--- config.mk ---
export PLATFORM = sky130hd
export DESIGN_NAME = pll_mode_ctrl
export DESIGN_NICKNAME = d
export VERILOG_FILES = /design/src/rtl/pll_mode_ctrl.sv
export SDC_FILE = /design/constraint.sdc
export NUM_CORES = 1
export LEC_CHECK = 0
export CAP_MARGIN = 15
export CORE_AREA = 2 2 59 74
export DETAILED_ROUTE_END_ITERATION = 8
export DIE_AREA = 0 0 61 76
export GPL_ROUTABILITY_DRIVEN = 0
export MAX_ROUTING_LAYER = met4
export PLACE_DENSITY = 0.77
export SLEW_MARGIN = 5
export SYNTH_ARGS = -nofsm -noshare
export SYNTH_HDL_FRONTEND = slang
export SYNTH_SLANG_ARGS = --single-unit
--- constraint.sdc ---
create_clock -name clk -period 2.8 [get_ports clk]
set_clock_uncertainty 0.15 [all_clocks]
set_input_delay 0.56 -clock clk [delete_from_list [all_inputs] [get_ports clk]]
set_output_delay 0.56 -clock clk [all_outputs]
set_load 0.01 [all_outputs]
--- src/rtl/pll_mode_ctrl.sv ---
// Run-time PLLVR divider-preset controller: reset, lock wait, lock qualification.
// Optional relock counter output enabled by PLL_MODE_CTRL_RELOCK_CNT_EN.
module pll_mode_ctrl #(
  parameter int NUM_MODES = 4,
  parameter int MODE_W = 2,
  parameter logic [18*NUM_MODES-1:0] MODE_TABLE = {NUM_MODES{18'h0}},
  parameter int RST_CYCLES = 16,
  parameter int STABLE_CYCLES = 1024,
  parameter int TIMEOUT_CYCLES = 65536,
  parameter int MAX_RETRIES = 3
) (
  input  logic              clk,
  input  logic              reset,
  input  logic [MODE_W-1:0] mode_req,
  input  logic              mode_req_valid,
  output logic              mode_req_ready,
  input  logic              pll_lock,
  output logic              pll_reset,
  output logic [5:0]        fbdsel,
  output logic [5:0]        idsel,
  output logic [5:0]        odsel,
  output logic [MODE_W-1:0] cur_mode,
  output logic              clk_ready,
`ifdef PLL_MODE_CTRL_RELOCK_CNT_EN
  output logic [7:0]        relock_cnt,
`endif
  output logic              error
);

  localparam int RCW =
    (RST_CYCLES > 1) ? $clog2(RST_CYCLES) : 1;
  localparam int TCW =
    (TIMEOUT_CYCLES > 1) ? $clog2(TIMEOUT_CYCLES) : 1;
  localparam int SCW =
    (STABLE_CYCLES > 1) ? $clog2(STABLE_CYCLES) : 1;
  localparam int YW = $clog2(MAX_RETRIES + 1);

  localparam logic [RCW-1:0] RST_LAST =
    RCW'(RST_CYCLES - 1);
  localparam logic [TCW-1:0] TO_LAST =
    TCW'(TIMEOUT_CYCLES - 1);
  localparam logic [SCW-1:0] STAB_LAST =
    SCW'(STABLE_CYCLES - 1);
  localparam logic [YW-1:0] RETRY_LAST =
    YW'(MAX_RETRIES - 1);

  typedef enum logic [2:0] {
    S_ASSERT_RST,
    S_WAIT_LOCK,
    S_STABLE,
    S_RUN,
    S_ERROR
  } state_t;

  state_t            state_q;
  state_t            state_d;
  logic [MODE_W-1:0] mode_q;
  logic [MODE_W-1:0] mode_d;
  logic [17:0]       sel_q;
  logic              load_sel;
  logic [YW-1:0]     retry_q;
  logic [YW-1:0]     retry_d;
  logic [RCW-1:0]    rst_cnt_q;
  logic [RCW-1:0]    rst_cnt_d;
  logic [TCW-1:0]    to_cnt_q;
  logic [TCW-1:0]    to_cnt_d;
  logic [SCW-1:0]    stab_cnt_q;
  logic [SCW-1:0]    stab_cnt_d;
  logic              lock_m;
  logic              lock_s;
  logic [MODE_W-1:0] req_mode;
  logic              req_fire;
  logic              mode_chg;

  function automatic logic [17:0] table_entry(
    input logic [MODE_W-1:0] m
  );
    return MODE_TABLE[18*int'(m) +: 18];
  endfunction

  // Two-flop synchroniser for the asynchronous PLL lock
  always_ff @(posedge clk or posedge reset) begin
    if (reset) begin
      lock_m <= 1'b0;
      lock_s <= 1'b0;
    end else begin
      lock_m <= pll_lock;
      lock_s <= lock_m;
    end
  end

  // Out-of-range requests fall back to preset 0
  assign req_mode =
    (32'(mode_req) < 32'(NUM_MODES)) ? mode_req : '0;
  assign req_fire = mode_req_valid && mode_req_ready;
  assign mode_chg = req_fire && (req_mode != mode_q);

  // State, applied mode, selectors and counters
  always_ff @(posedge clk or posedge reset) begin
    if (reset) begin
      state_q    <= S_ASSERT_RST;
      mode_q     <= '0;
      sel_q      <= table_entry('0);
      retry_q    <= '0;
      rst_cnt_q  <= '0;
      to_cnt_q   <= '0;
      stab_cnt_q <= '0;
    end else begin
      state_q    <= state_d;
      mode_q     <= mode_d;
      retry_q    <= retry_d;
      rst_cnt_q  <= rst_cnt_d;
      to_cnt_q   <= to_cnt_d;
      stab_cnt_q <= stab_cnt_d;
      if (load_sel) begin
        sel_q <= table_entry(mode_d);
      end
    end
  end

  // Next-state logic; selectors reload only on entry to ASSERT_RST
  always_comb begin
    state_d    = state_q;
    mode_d     = mode_q;
    load_sel   = 1'b0;
    retry_d    = retry_q;
    rst_cnt_d  = '0;
    to_cnt_d   = '0;
    stab_cnt_d = '0;
    unique case (state_q)
      S_ASSERT_RST: begin
        if (rst_cnt_q == RST_LAST) begin
          state_d = S_WAIT_LOCK;
        end else begin
          rst_cnt_d = rst_cnt_q + 1'b1;
        end
      end
      S_WAIT_LOCK: begin
        if (lock_s) begin
          state_d    = S_STABLE;
          stab_cnt_d = SCW'(1);
        end else if (to_cnt_q == TO_LAST) begin
          retry_d = retry_q + 1'b1;
          if (retry_q == RETRY_LAST) begin
            state_d = S_ERROR;
          end else begin
            state_d  = S_ASSERT_RST;
            load_sel = 1'b1;
          end
        end else begin
          to_cnt_d = to_cnt_q + 1'b1;
        end
      end
      S_STABLE: begin
        if (!lock_s) begin
          state_d = S_WAIT_LOCK;
        end else if (stab_cnt_q == STAB_LAST) begin
          state_d = S_RUN;
          retry_d = '0;
        end else begin
          stab_cnt_d = stab_cnt_q + 1'b1;
        end
      end
      S_RUN: begin
        if (mode_chg) begin
          state_d  = S_ASSERT_RST;
          mode_d   = req_mode;
          load_sel = 1'b1;
        end else if (!lock_s) begin
          state_d  = S_ASSERT_RST;
          load_sel = 1'b1;
        end
      end
      S_ERROR: begin
        if (req_fire) begin
          state_d  = S_ASSERT_RST;
          mode_d   = req_mode;
          load_sel = 1'b1;
          retry_d  = '0;
        end
      end
      default: begin
        state_d  = S_ASSERT_RST;
        load_sel = 1'b1;
      end
    endcase
  end

  // Status outputs decoded straight from the state register
  always_comb begin
    pll_reset      = 1'b0;
    clk_ready      = 1'b0;
    mode_req_ready = 1'b0;
    error          = 1'b0;
    unique case (1'b1)
      (state_q == S_ASSERT_RST): begin
        pll_reset = 1'b1;
      end
      (state_q == S_RUN): begin
        clk_ready      = 1'b1;
        mode_req_ready = 1'b1;
      end
      (state_q == S_ERROR): begin
        pll_reset      = 1'b1;
        mode_req_ready = 1'b1;
        error          = 1'b1;
      end
      default: begin
        pll_reset = 1'b0;
      end
    endcase
  end

  assign {fbdsel, idsel, odsel} = sel_q;
  assign cur_mode = mode_q;

`ifdef PLL_MODE_CTRL_RELOCK_CNT_EN
  logic relock_inc;

  assign relock_inc =
    (state_q == S_RUN) && !mode_chg && !lock_s;

  // Saturating count of lock-loss relocks from RUN
  always_ff @(posedge clk or posedge reset) begin
    if (reset) begin
      relock_cnt <= 8'd0;
    end else if (relock_inc && relock_cnt != 8'hFF) begin
      relock_cnt <= relock_cnt + 8'd1;
    end
  end
`endif

endmodule

After elaboration in Yosys (flattened, before gate mapping)
Index checks and enable logic that the tools add are counted.
{"block": "totals", "reg_bits": 57, "elab_cells": 81}
{"block": "classes", "add_sub_neg": 4, "multipliers": 1, "eq_ne": 18, "n_shift": 1, "mux": 39, "reduce_logical": 9}
{"operator": "$shiftx 72x8->18 const A", "count": 1}
{"operator": "$mux 16", "count": 3}
{"operator": "$mux 3", "count": 9}
{"operator": "$mux 10", "count": 2}
{"operator": "$pmux 10 s2", "count": 1}
{"operator": "$add 16x1->16 const B", "count": 1}
{"operator": "$eq 16x16->1 const B", "count": 1}
{"operator": "$pmux 3 s5", "count": 1}
{"operator": "$mux 2", "count": 7}
{"operator": "$ne 2x2->1 const B", "count": 6}
{"operator": "$mux 1", "count": 11}
{"operator": "$add 10x1->10 const B", "count": 1}
{"operator": "$eq 10x10->1 const B", "count": 1}
{"operator": "$ne 3x3->1 const B", "count": 3}
{"operator": "$mux 4", "count": 2}
{"operator": "$eq 3x2->1 const B", "count": 2}
{"operator": "$mul 4x2->6 const A", "count": 1}
{"operator": "$pmux 2 s3", "count": 1}
{"operator": "$reduce_and 6->1", "count": 1}
{"operator": "$reduce_or 2->1", "count": 3}
{"operator": "$reduce_and 5->1", "count": 1}
{"operator": "$add 4x1->4 const B", "count": 1}
{"operator": "$eq 4x4->1 const B", "count": 1}
{"operator": "$pmux 1 s4", "count": 1}
{"operator": "9 further kinds", "count": 10}

Depth between registers and ports, before layout
Gate-level depths: netlist (run 1).
{"block": "depth", "depth_word": 9, "ltp_mapped": 7}

Worst setup path after synthesis (run 1)
Ideal clock, no wire load.
{"block": "synth_timing", "kind": "reg-to-reg", "start": "reg state_q[2]", "end": "reg retry_q[1]", "setup_ns": 0.128, "arrival_ns": 1.645, "required_time_ns": 2.522, "path_slack_ns": 0.878, "path_stages_with_launch": 7, "period_less_slack_ns": 1.922, "path_cell_list": "dfrtp_1 > buf_2 > or3b_1 > nor2_2 > o22ai_1 > a21oi_2 > mux2_1"}
{"block": "synth_between", "elab_chain_cells": 6, "word_cells_on_any_way": 15, "cone_classes": "9 x eq/ne; 2 x mux; 4 x reduce/logical"}
{"element": "start, declared", "line_no": "55", "text": "state_t state_q;"}
{"element": "start signal, assigned", "line_no": "109", "text": "state_q <= state_d;"}
{"element": "$eq 3x2->1 or $eq 3x3->1 (tied branches)", "line_no": "199, 130, 203"}
{"element": "$reduce_or 2->1 (no line)"}
{"element": "$mux 1", "line_no": "195", "text": "unique case (1'b1)"}
{"element": "$logic_and 1x1->1", "line_no": "95", "text": "assign req_fire = mode_req_valid && mode_req_ready;"}
{"element": "$ne 2x2->1 (no line)"}
{"element": "$reduce_and 6->1 (no line)"}
{"element": "end signal, assigned", "line_no": "111", "text": "retry_q <= retry_d;"}
{"element": "end, declared", "line_no": "61", "text": "logic [YW-1:0] retry_q;"}
Parallel ways exist; a longest one is shown, timed or not.
A chain may end at the register's enable or synchronous reset.

Worst setup path in the final report (run 1)
{"block": "layout_timing", "start": "reg state_q[2]", "end": "out mode_req_ready"}
{"block": "layout_between", "elab_chain_cells": 3, "word_cells_on_any_way": 4, "cone_classes": "2 x eq/ne; 1 x mux; 1 x reduce/logical"}
{"element": "$eq 3x2->1 or $eq 3x3->1 (tied branches)", "line_no": "199, 203"}
{"element": "$reduce_or 2->1 (no line) *"}
{"element": "$mux 1 *", "line_no": "195"}
{"element": "end, declared", "line_no": "16", "text": "output logic mode_req_ready,"}
Mark *: on every way between the ends. The rest lies on a longest branch, timed or not.

==> impl_metrics.csv, run 1 <==
group,metric,value,unit
pwr,power-per-cell-area,751.7,nW/um2
clock_network,ctsHtreeMaxLevel,2,
routing,drtIter0Drc,29,
synthesis,library_cells_used_by_synthesis,39,
sta,final.setup.tns,0,ns
setup_path,critical_path_arrival,1.82,ns
clock_network,cts_hold_repair.buffers,0,
sta,post-route-period-util,90.47,%
setup_path,criticalPathCategory,"flop to output pin",
routing,first_pass_iters,4,
layout,mostFrequentLayoutCell,"sky130_fd_sc_hd__dfrtp_1",
placement,detailedPlacementHpwl,2290,um
floorplan,design.die.area,4636,um2
grt,pin_count_of_the_biggest_net_entering_global_routing,40,
sta,setup_viol,0,
clock_network,clk_pin_slew_worst_paths,0.08,ns
floorplan,initial_utilization,51.19,%
grt,antenna_found_initial,0,
floorplan,num_rows,26,
grt,grt_first_pass_wirelength,5809,um
setup_path,cp_max_fo,9,
synthesis,synthesis.area,2048,um2
flow_run,count_of_maximum_capacitance_violations,0,
grt,globalRouteTotalUtil,17.07,%
synthesis,dominantRegCellSynth,"sky130_fd_sc_hd__dfrtp_1",
clock_network,worstSkewPairLatency,0.29,ns
setup_path,end_kind,"output pin",
floorplan,chipHeight,76,um
sta,rsz0062_at_grt,"false",
clock_network,cts_made_buffers,5,
pwr,leakagePower,0.9828,nW
sta,timing.final.crit_period,2.533,ns
setup_path,required,2.09,ns
clock_network,post_cts.repair.setup_buffers,0,
clock_network,cts_sinks,39,
synthesis,netlist_instances,208,
routing,drc_markers,0,
sta,hold_viol,0,
clock_network,tritoncts_clock_tree,"done",
layout,layout_common_cells,"39 x sky130_fd_sc_hd__dfrtp_1, 31 x sky130_fd_sc_hd__nor2_1, 18 x sky130_fd_sc_hd__conb_1, 14 x sky130_fd_sc_hd__nand3_1, 13 x sky130_fd_sc_hd__xor2_1",
layout,syn_to_layout_area_delta,11.12,%
routing,wl_per_cell,11.99,um
sta,hold_ws,0.2039,ns
synthesis,synthesis.area_per_instance,9.847,um2
routing,route.vias.total,1387,
floorplan,num_io_pins,30,
placement,port_buffers,11,
sta,timing_max_transition_violations_final,0,
layout,drive_above_1_share,9.459,%
routing,route.antenna.remaining_nets,0,
synthesis,synth_async_sr_flop_share,100.0,%
clock_network,cts_root_buffer,"sky130_fd_sc_hd__clkbuf_8",
grt,grt_overflow_total,0,
clock_network,clk_path_buf_depth,2,
floorplan,die-width,61,um
clock_network,postCtsResizedCells,0,
placement,numPlacedInstances,270,
layout,utilization,56.88,%
min_path,hold_path_class,"flop to flop",
sta,max_freq,0.3948,GHz
layout,finish.cell_count_without_fillers,278,
setup_path,startpoint_type,"flop",
routing,vias_per_cell,4.989,
layout,design.final.nets,231,
synthesis,yosys_warnings,0,
floorplan,coreArea,4001,um2
routing,route.final.wire_length,3333,um
layout,antenna_diode_instance_count,0,
run_status,status,"finished clean",
synthesis,synth_edf_count,0,
pwr,total_power,1.711,mW
layout,nFillCells,353,
synthesis,synth_seq_area_share,47.65,%
grt,vias_in_the_first_global_route,1348,
pwr,worst_ir_drop_vdd,0.5749,mV
synthesis,yosys_register_bits,39,
-- metrics by stage --
stage                     setup slack (ns)  instance area [um2]
after global placement              0.5400                 2140
after CTS                           0.2455                 2276
after detailed placement            0.4938                 2140
final                               0.2669                 2276
after global routing                0.1314                 2276
after floorplan                     0.8779                 2112
-- metal layers --
metal	GRT usage, %	vias up	wire length [um]
li1	-	691	-
met1	20.90	660	1476
met2	26.67	28	1680
met3	4.924	8	109
met4	5.870	0	66
met5	-	-	0
-- flip-flops by register name (all words and copies together) (netlist names) --
name and cells:
lock_s 1, to_cnt_q 16, retry_q 2, cur_mode 2, state_q 3, rst_cnt_q 4, stab_cnt_q 10, lock_m 1
-- logic make-up after synthesis --
logic type / synth area share, %
AOI/OAI and AO/OA: 5.437
xor gates and xnor gates: 10.26
adders and majority gates: 2.444
buffers and inverters: 9.103
DFF: 47.65
muxes: 2.871
other: 0.1831
and+or+nand+nor: 22.05
-- final cells by class --
| cell class | instances | area, um2 | area share, % |
|---|---|---|---|
| tap | 56 | 70.07 | 3.079 |
| clock inverter | 3 | 67.56 | 2.969 |
| timing repair buffer | 12 | 117.6 | 5.168 |
| sequential | 39 | 975.9 | 42.88 |
| multi-input combinational | 156 | 949.7 | 41.73 |
| clock buffer | 5 | 68.82 | 3.024 |
| inverter | 7 | 26.28 | 1.154 |
-- cells in the mapped netlist (4+ instances only) --
library cell / count / area (um2)
sky130_fd_sc_hd__dfrtp_1: 39 / 975.9
sky130_fd_sc_hd__nor2_1: 31 / 116.4
sky130_fd_sc_hd__xor2_1: 13 / 113.9
sky130_fd_sc_hd__nor3_1: 6 / 30.03
sky130_fd_sc_hd__nand2_1: 8 / 30.03
sky130_fd_sc_hd__o21ai_0: 8 / 40.04
sky130_fd_sc_hd__nand4_1: 6 / 37.54
sky130_fd_sc_hd__xnor2_1: 11 / 96.34
sky130_fd_sc_hd__ha_1: 4 / 50.05
sky130_fd_sc_hd__nand3_1: 14 / 70.07
sky130_fd_sc_hd__a21oi_1: 4 / 20.02
sky130_fd_sc_hd__buf_4: 19 / 142.6
sky130_fd_sc_hd__inv_1: 7 / 26.28
-- worst max-delay path: stages, from the launching register on --
cell and delay [ns]:
sky130_fd_sc_hd__dfrtp_1 0.48, sky130_fd_sc_hd__nand2b_1 0.23, sky130_fd_sc_hd__o21ai_0 0.24, sky130_fd_sc_hd__clkdlybuf4s50_1 0.58
-- final timing paths --
path                             startpoint        endpoint  slack, ns  depth (start not counted)
worst max-delay path             state_q[2]  mode_req_ready       0.27                          3
worst min-delay path                 lock_m          lock_s       0.20                          0
worst max register to register  to_cnt_q[0]      state_q[0]       0.68                          6
worst min register to register       lock_m          lock_s       0.20                          0
max in group asynchronous             reset      retry_q[0]       1.62                          3
min in group asynchronous             reset   stab_cnt_q[7]       0.53                          3
-- report_power, final --
| group | switching (mW) | total (mW) | leakage [nW] | internal, mW |
|---|---|---|---|---|
| registers | 0.0794 | 0.716 | 0.525 | 0.637 |
| clock network | 0.203 | 0.558 | 0.0644 | 0.355 |
| logic | 0.219 | 0.436 | 0.393 | 0.217 |
Note: power is estimated with default switching activity, not from simulation.
==> run 2, diff against run 1 <==
--- a/constraint.sdc
+++ b/constraint.sdc
@@ -3,3 +3,3 @@
 set_input_delay 0.56 -clock clk [delete_from_list [all_inputs] [get_ports clk]]
 set_output_delay 0.56 -clock clk [all_outputs]
-set_load 0.01 [all_outputs]
+set_load 0.02 [all_outputs]
==> run 2 against run 1 <==
Against the previous run:
- clock power shrank 2%
- non-clock buffer count is the same
- sequential share of layout area grew 0.071 points
- worst hold slack is essentially flat
- fmax shrank 2.3%
- wire length grew 1.0%
- flip-flop and latch count is the same
- first-iteration DRC count grew 10%
- count of clock-buffer cells in the layout grew 1
- largest cell class unchanged
- worst setup slack lost 0.060 ns
==> impl_metrics.csv, run 2 (synthesized netlist as in run 1, its figures left out) <==
group,metric,value,unit
run_status,status,"finished clean",
grt,globalRouteTotalUtil,17.59,%
grt,grt_first_pass_wirelength,5982,um
clock_network,cts_made_buffers,5,
floorplan,num_rows,26,
layout,mostFrequentLayoutCell,"sky130_fd_sc_hd__dfrtp_1",
sta,final.setup.tns,0,ns
setup_path,cpMaxStageDelayCell,"sky130_fd_sc_hd__clkdlybuf4s50_1",
grt,grt_overflow_total,0,
setup_path,end_kind,"output pin",
clock_network,tritoncts_clock_tree,"done",
sta,max_freq,0.3857,GHz
layout,multiInputGateArea,949.7,um2
floorplan,chipHeight,76,um
layout,largest_register_ffs,16,
layout,layout_common_cells,"39 x sky130_fd_sc_hd__dfrtp_1, 31 x sky130_fd_sc_hd__nor2_1, 18 x sky130_fd_sc_hd__conb_1, 14 x sky130_fd_sc_hd__nand3_1, 13 x sky130_fd_sc_hd__xor2_1",
setup_path,startpoint_type,"flop",
layout,largest-register,"to_cnt_q",
routing,route.antenna.remaining_nets,0,
clock_network,clk_path_buf_depth,2,
layout,final-seq-area,975.9,um2
routing,route.final.wire_length,3367,um
layout,finish.cell_count_without_fillers,278,
clock_network,ctsHtreeMaxLevel,2,
routing,drc_markers,0,
setup_path,critical_path_arrival,1.88,ns
layout,design.final.nets,231,
min_path,hold_path_class,"flop to flop",
routing,wl_per_cell,12.11,um
clock_network,cts_root_buffer,"sky130_fd_sc_hd__clkbuf_8",
floorplan,num_io_pins,30,
clock_network,post_cts.repair.setup_buffers,0,
setup_path,cp_max_fo,11,
sta,timing_max_transition_violations_final,0,
floorplan,coreArea,4001,um2
clock_network,cts_sinks,39,
grt,vias_in_the_first_global_route,1420,
layout,syn_to_layout_area_delta,10.93,%
placement,numPlacedInstances,270,
routing,first_pass_iters,4,
clock_network,clk_pin_slew_worst_paths,0.08,ns
layout,drive_above_1_share,9.009,%
pwr,power-per-cell-area,766.6,nW/um2
routing,route.vias.total,1378,
floorplan,initial_utilization,51.19,%
grt,pin_count_of_the_biggest_net_entering_global_routing,40,
sta,hold_viol,0,
pwr,worst_ir_drop_vdd,0.6107,mV
placement,port_buffers,11,
setup_path,required,2.09,ns
floorplan,die-width,61,um
setup_path,timing.reg2reg.setup_slack,0.62,ns
sta,setup_viol,0,
pwr,leakagePower,0.9838,nW
setup_path,criticalPathCategory,"flop to output pin",
grt,antenna_found_initial,0,
clock_network,cts_hold_repair.buffers,0,
setup_path,cpLargestDelayFamily,"buffers and inverters",
placement,detailedPlacementHpwl,2406,um
layout,nFillCells,348,
setup_path,cpPeakStageDelay,0.65,ns
layout,reg.largest.list,"to_cnt_q: 16 flops, stab_cnt_q: 10 flops, rst_cnt_q: 4 flops",
flow_run,count_of_maximum_capacitance_violations,0,
sta,rsz0062_at_grt,"false",
routing,drtIter0Drc,32,
sta,timing.final.crit_period,2.593,ns
clock_network,postCtsResizedCells,0,
sta,post-route-period-util,92.59,%
setup_path,cp_num_buf_inv,1,
routing,vias_per_cell,4.957,
setup_path,critical_path.cell_chain,"nor2_1 -> nand2_1 -> o21ai_0 -> clkdlybuf4s50_1",
layout,antenna_diode_instance_count,0,
clock_network,worstSkewPairLatency,0.29,ns
floorplan,design.die.area,4636,um2
## run 2: final timing paths
kind                                  end         from  cells after the start
max                        mode_req_ready   state_q[0]                      4
min                                lock_s       lock_m                      0
max reg2reg                    state_q[0]  to_cnt_q[0]                      6
min reg2reg                        lock_s       lock_m                      0
max in group asynchronous      retry_q[0]        reset                      3
min in group asynchronous   stab_cnt_q[7]        reset                      3
## run 2: report_power, final
part	internal [mW]	total (mW)	leakage, nW	switching, mW
Combinational	0.218	0.481	0.393	0.263
Sequential	0.637	0.713	0.525	0.0759
Clock	0.356	0.548	0.0654	0.192
## run 2: per-layer routing
layer | GRT usage (%) | vias to the layer above | share of wire, %
li1 | - | 692 | -
met1 | 20.23 | 661 | 43
met2 | 29.14 | 19 | 52
met3 | 4.075 | 6 | 2.7
met4 | 6.522 | 0 | 1.9
met5 | - | - | 0
## run 2: final cells by class
| cell class | count | area share (%) |
|---|---|---|
| Clock inverter | 2 | 2.643 |
| Multi-Input combinational cell | 156 | 41.80 |
| Tap cell | 56 | 3.084 |
| Inverter | 7 | 1.156 |
| Timing Repair Buffer | 12 | 5.176 |
| Sequential cell | 39 | 42.95 |
| Clock buffer | 6 | 3.194 |
## run 2: per-stage QoR
step                util (%)  instance area (um2)  power (mW)  setup WS (ns)  hold slack, ns
floorplan                  -                 2112       1.092         0.7783          0.1812
global placement       53.47                 2140       1.199         0.5367          0.1851
detailed placement     53.47                 2140       1.209         0.4590          0.1855
CTS                    56.79                 2272       1.760         0.1902          0.2035
global route           56.79                 2272       1.845        0.08939          0.2067
finish                 56.79                 2272       1.742         0.2074          0.2035
==> run 3, diff against run 2 <==
MAX_ROUTING_LAYER = unset   (was met4)
==> run 3 against run 2 <==
Against the previous run:
- fmax up 0.11%
- wire length is 0.30% lower
- cell count unchanged
- design area is the same
- global-route usage shrank 0.46 points
- sequential share of layout area unchanged
- register-to-register slack is essentially flat
- utilization is the same
- worst hold slack unchanged
- critical path type unchanged
- largest power group unchanged
- highest routed layer unchanged
==> impl_metrics.csv, run 3 (synthesized netlist as in run 1, its figures left out) <==
group,metric,value,unit
sta,timing_max_transition_violations_final,0,
clock_network,cts_sinks,39,
setup_path,end_kind,"output pin",
grt,vias_in_the_first_global_route,1420,
layout,reg.largest.list,"to_cnt_q: 16 flops, stab_cnt_q: 10 flops, rst_cnt_q: 4 flops",
clock_network,postCtsResizedCells,0,
floorplan,coreArea,4001,um2
pwr,combinationalPowerShare,27.6,%
setup_path,cp_max_fo,11,
sta,rsz0062_at_grt,"false",
routing,drc_markers,0,
layout,design.final.nets,231,
layout,largest-register,"to_cnt_q",
setup_path,crit-reg2reg-launch,"to_cnt_q[0]",
setup_path,cp_num_buf_inv,1,
clock_network,clk_path_buf_depth,2,
routing,route.antenna.remaining_nets,0,
clock_network,cts_root_buffer,"sky130_fd_sc_hd__clkbuf_8",
clock_network,clk_pin_slew_worst_paths,0.08,ns
floorplan,chipHeight,76,um
routing,wl_per_cell,12.08,um
setup_path,critical_path.cell_chain,"nor2_1 -> nand2_1 -> o21ai_0 -> clkdlybuf4s50_1",
setup_path,cp.depth,4,
placement,placed_cell_area,2140,um2
clock_network,post_cts.repair.setup_buffers,0,
setup_path,crit_path_end,"mode_req_ready",
layout,drive_above_1_share,9.009,%
pwr,total_switching_power,0.5307,mW
layout,nFillCells,348,
setup_path,rr_endpoint,"state_q[0]",
sta,hold_viol,0,
sta,post-route-period-util,92.49,%
layout,layout_common_cells,"39 x sky130_fd_sc_hd__dfrtp_1, 31 x sky130_fd_sc_hd__nor2_1, 18 x sky130_fd_sc_hd__conb_1, 14 x sky130_fd_sc_hd__nand3_1, 13 x sky130_fd_sc_hd__xor2_1",
routing,drtIter0Drc,32,
placement,numPlacedInstances,270,
flow_run,count_of_maximum_capacitance_violations,0,
setup_path,cpPeakStageDelay,0.65,ns
routing,route.final.wire_length,3357,um
sta,hold_ws,0.2035,ns
grt,grt_overflow_total,0,
floorplan,die-width,61,um
sta,final.setup.tns,0,ns
setup_path,crit_start,"state_q[0]",
min_path,hold_path_class,"flop to flop",
grt,globalRouteTotalUtil,17.13,%
clock_network,cts_hold_repair.buffers,0,
grt,grt_first_pass_wirelength,5982,um
clock_network,tritoncts_clock_tree,"done",
floorplan,num_io_pins,30,
floorplan,design.die.area,4636,um2
placement,detailedPlacementHpwl,2406,um
clock_network,ctsHtreeMaxLevel,2,
setup_path,startpoint_type,"flop",
layout,antenna_diode_instance_count,0,
pwr,cellInternalPower,1.211,mW
sta,timing.final.crit_period,2.590,ns
clock_network,worstSkewPairLatency,0.29,ns
routing,first_pass_iters,4,
layout,mostFrequentLayoutCell,"sky130_fd_sc_hd__dfrtp_1",
layout,syn_to_layout_area_delta,10.93,%
floorplan,initial_utilization,51.19,%
layout,finish.cell_count_without_fillers,278,
grt,pin_count_of_the_biggest_net_entering_global_routing,40,
pwr,worst_ir_drop_vdd,0.6107,mV
setup_path,timing.reg2reg.worst_path_depth,6,
pwr,fraction_of_power_spent_switching_nets,30.47,%
routing,vias_per_cell,4.932,
setup_path,cpMaxStageDelayCell,"sky130_fd_sc_hd__clkdlybuf4s50_1",
floorplan,num_rows,26,
clock_network,cts_made_buffers,5,
grt,antenna_found_initial,0,
setup_path,timing.reg2reg.setup_slack,0.62,ns
layout,design_area,2272,um2
pwr,power.share.clock,31.5,%
run_status,status,"finished clean",
sta,max_freq,0.3861,GHz
pwr,leakagePower,0.9838,nW
placement,port_buffers,11,
layout,utilization,56.79,%
sta,setup_viol,0,
routing,route.vias.total,1371,
pwr,power-per-cell-area,766.5,nW/um2
layout,largest_register_ffs,16,
setup_path,critical_path_arrival,1.88,ns
setup_path,required,2.09,ns
setup_path,criticalPathCategory,"flop to output pin",
setup_path,cpLargestDelayFamily,"buffers and inverters",
pwr,sequentialPowerShare,40.9,%
==> run 3: cell counts in the layout (fill, tap and decap cells not counted) <==
Identical to the previous run, type by type.
==> run 3: final cells by class <==
type                    instances  area (um2)  share of cell area (%)
clock buffers                   6       72.57                   3.194
clock inverters                 2       60.06                   2.643
inverters                       7       26.28                   1.156
multi-input cells             156       949.7                   41.80
flip-flops and latches         39       975.9                   42.95
well taps                      56       70.07                   3.084
repair buffers                 12       117.6                   5.176
==> run 3: power by group through the flow <==
stage / Sequential, mW / Combinational, mW / Clock, mW
5_1_grt: 0.727 / 0.542 / 0.576
3_3_place_gp: 0.722 / 0.477 / 0
4_1_cts: 0.714 / 0.488 / 0.559
2_1_floorplan: 0.715 / 0.377 / 0
6_report: 0.713 / 0.480 / 0.548
3_5_place_dp: 0.724 / 0.485 / 0
==> run 3: metrics by stage <==
step	power [mW]	setup WS (ns)
finish	1.742	0.2102
global route	1.845	0.08939
CTS	1.760	0.1902
detailed placement	1.209	0.4590
global placement	1.199	0.5367
floorplan	1.092	0.7783
==> run 3: worst min-delay path by stage <==
| stage | from | end | slack (ns) | depth (start not counted) |
|---|---|---|---|---|
| 5_1_grt | lock_m | lock_s | 0.21 | 0 |
| 3_5_place_dp | lock_m | lock_s | 0.19 | 0 |
| 6_report | lock_m | lock_s | 0.20 | 0 |
| 4_1_cts | lock_m | lock_s | 0.20 | 0 |
| 2_1_floorplan | lock_m | lock_s | 0.18 | 0 |
| 3_3_place_gp | lock_m | lock_s | 0.19 | 0 |
==> run 3: layer usage <==
metal / GRT usage [%] / vias up / share of wire [%]
met3: 4.244 / 6 / 2.9
met2: 29.14 / 19 / 52
met1: 20.11 / 654 / 43
met5: 0 / - / 0
met4: 6.522 / 0 / 1.9
li1: - / 692 / -
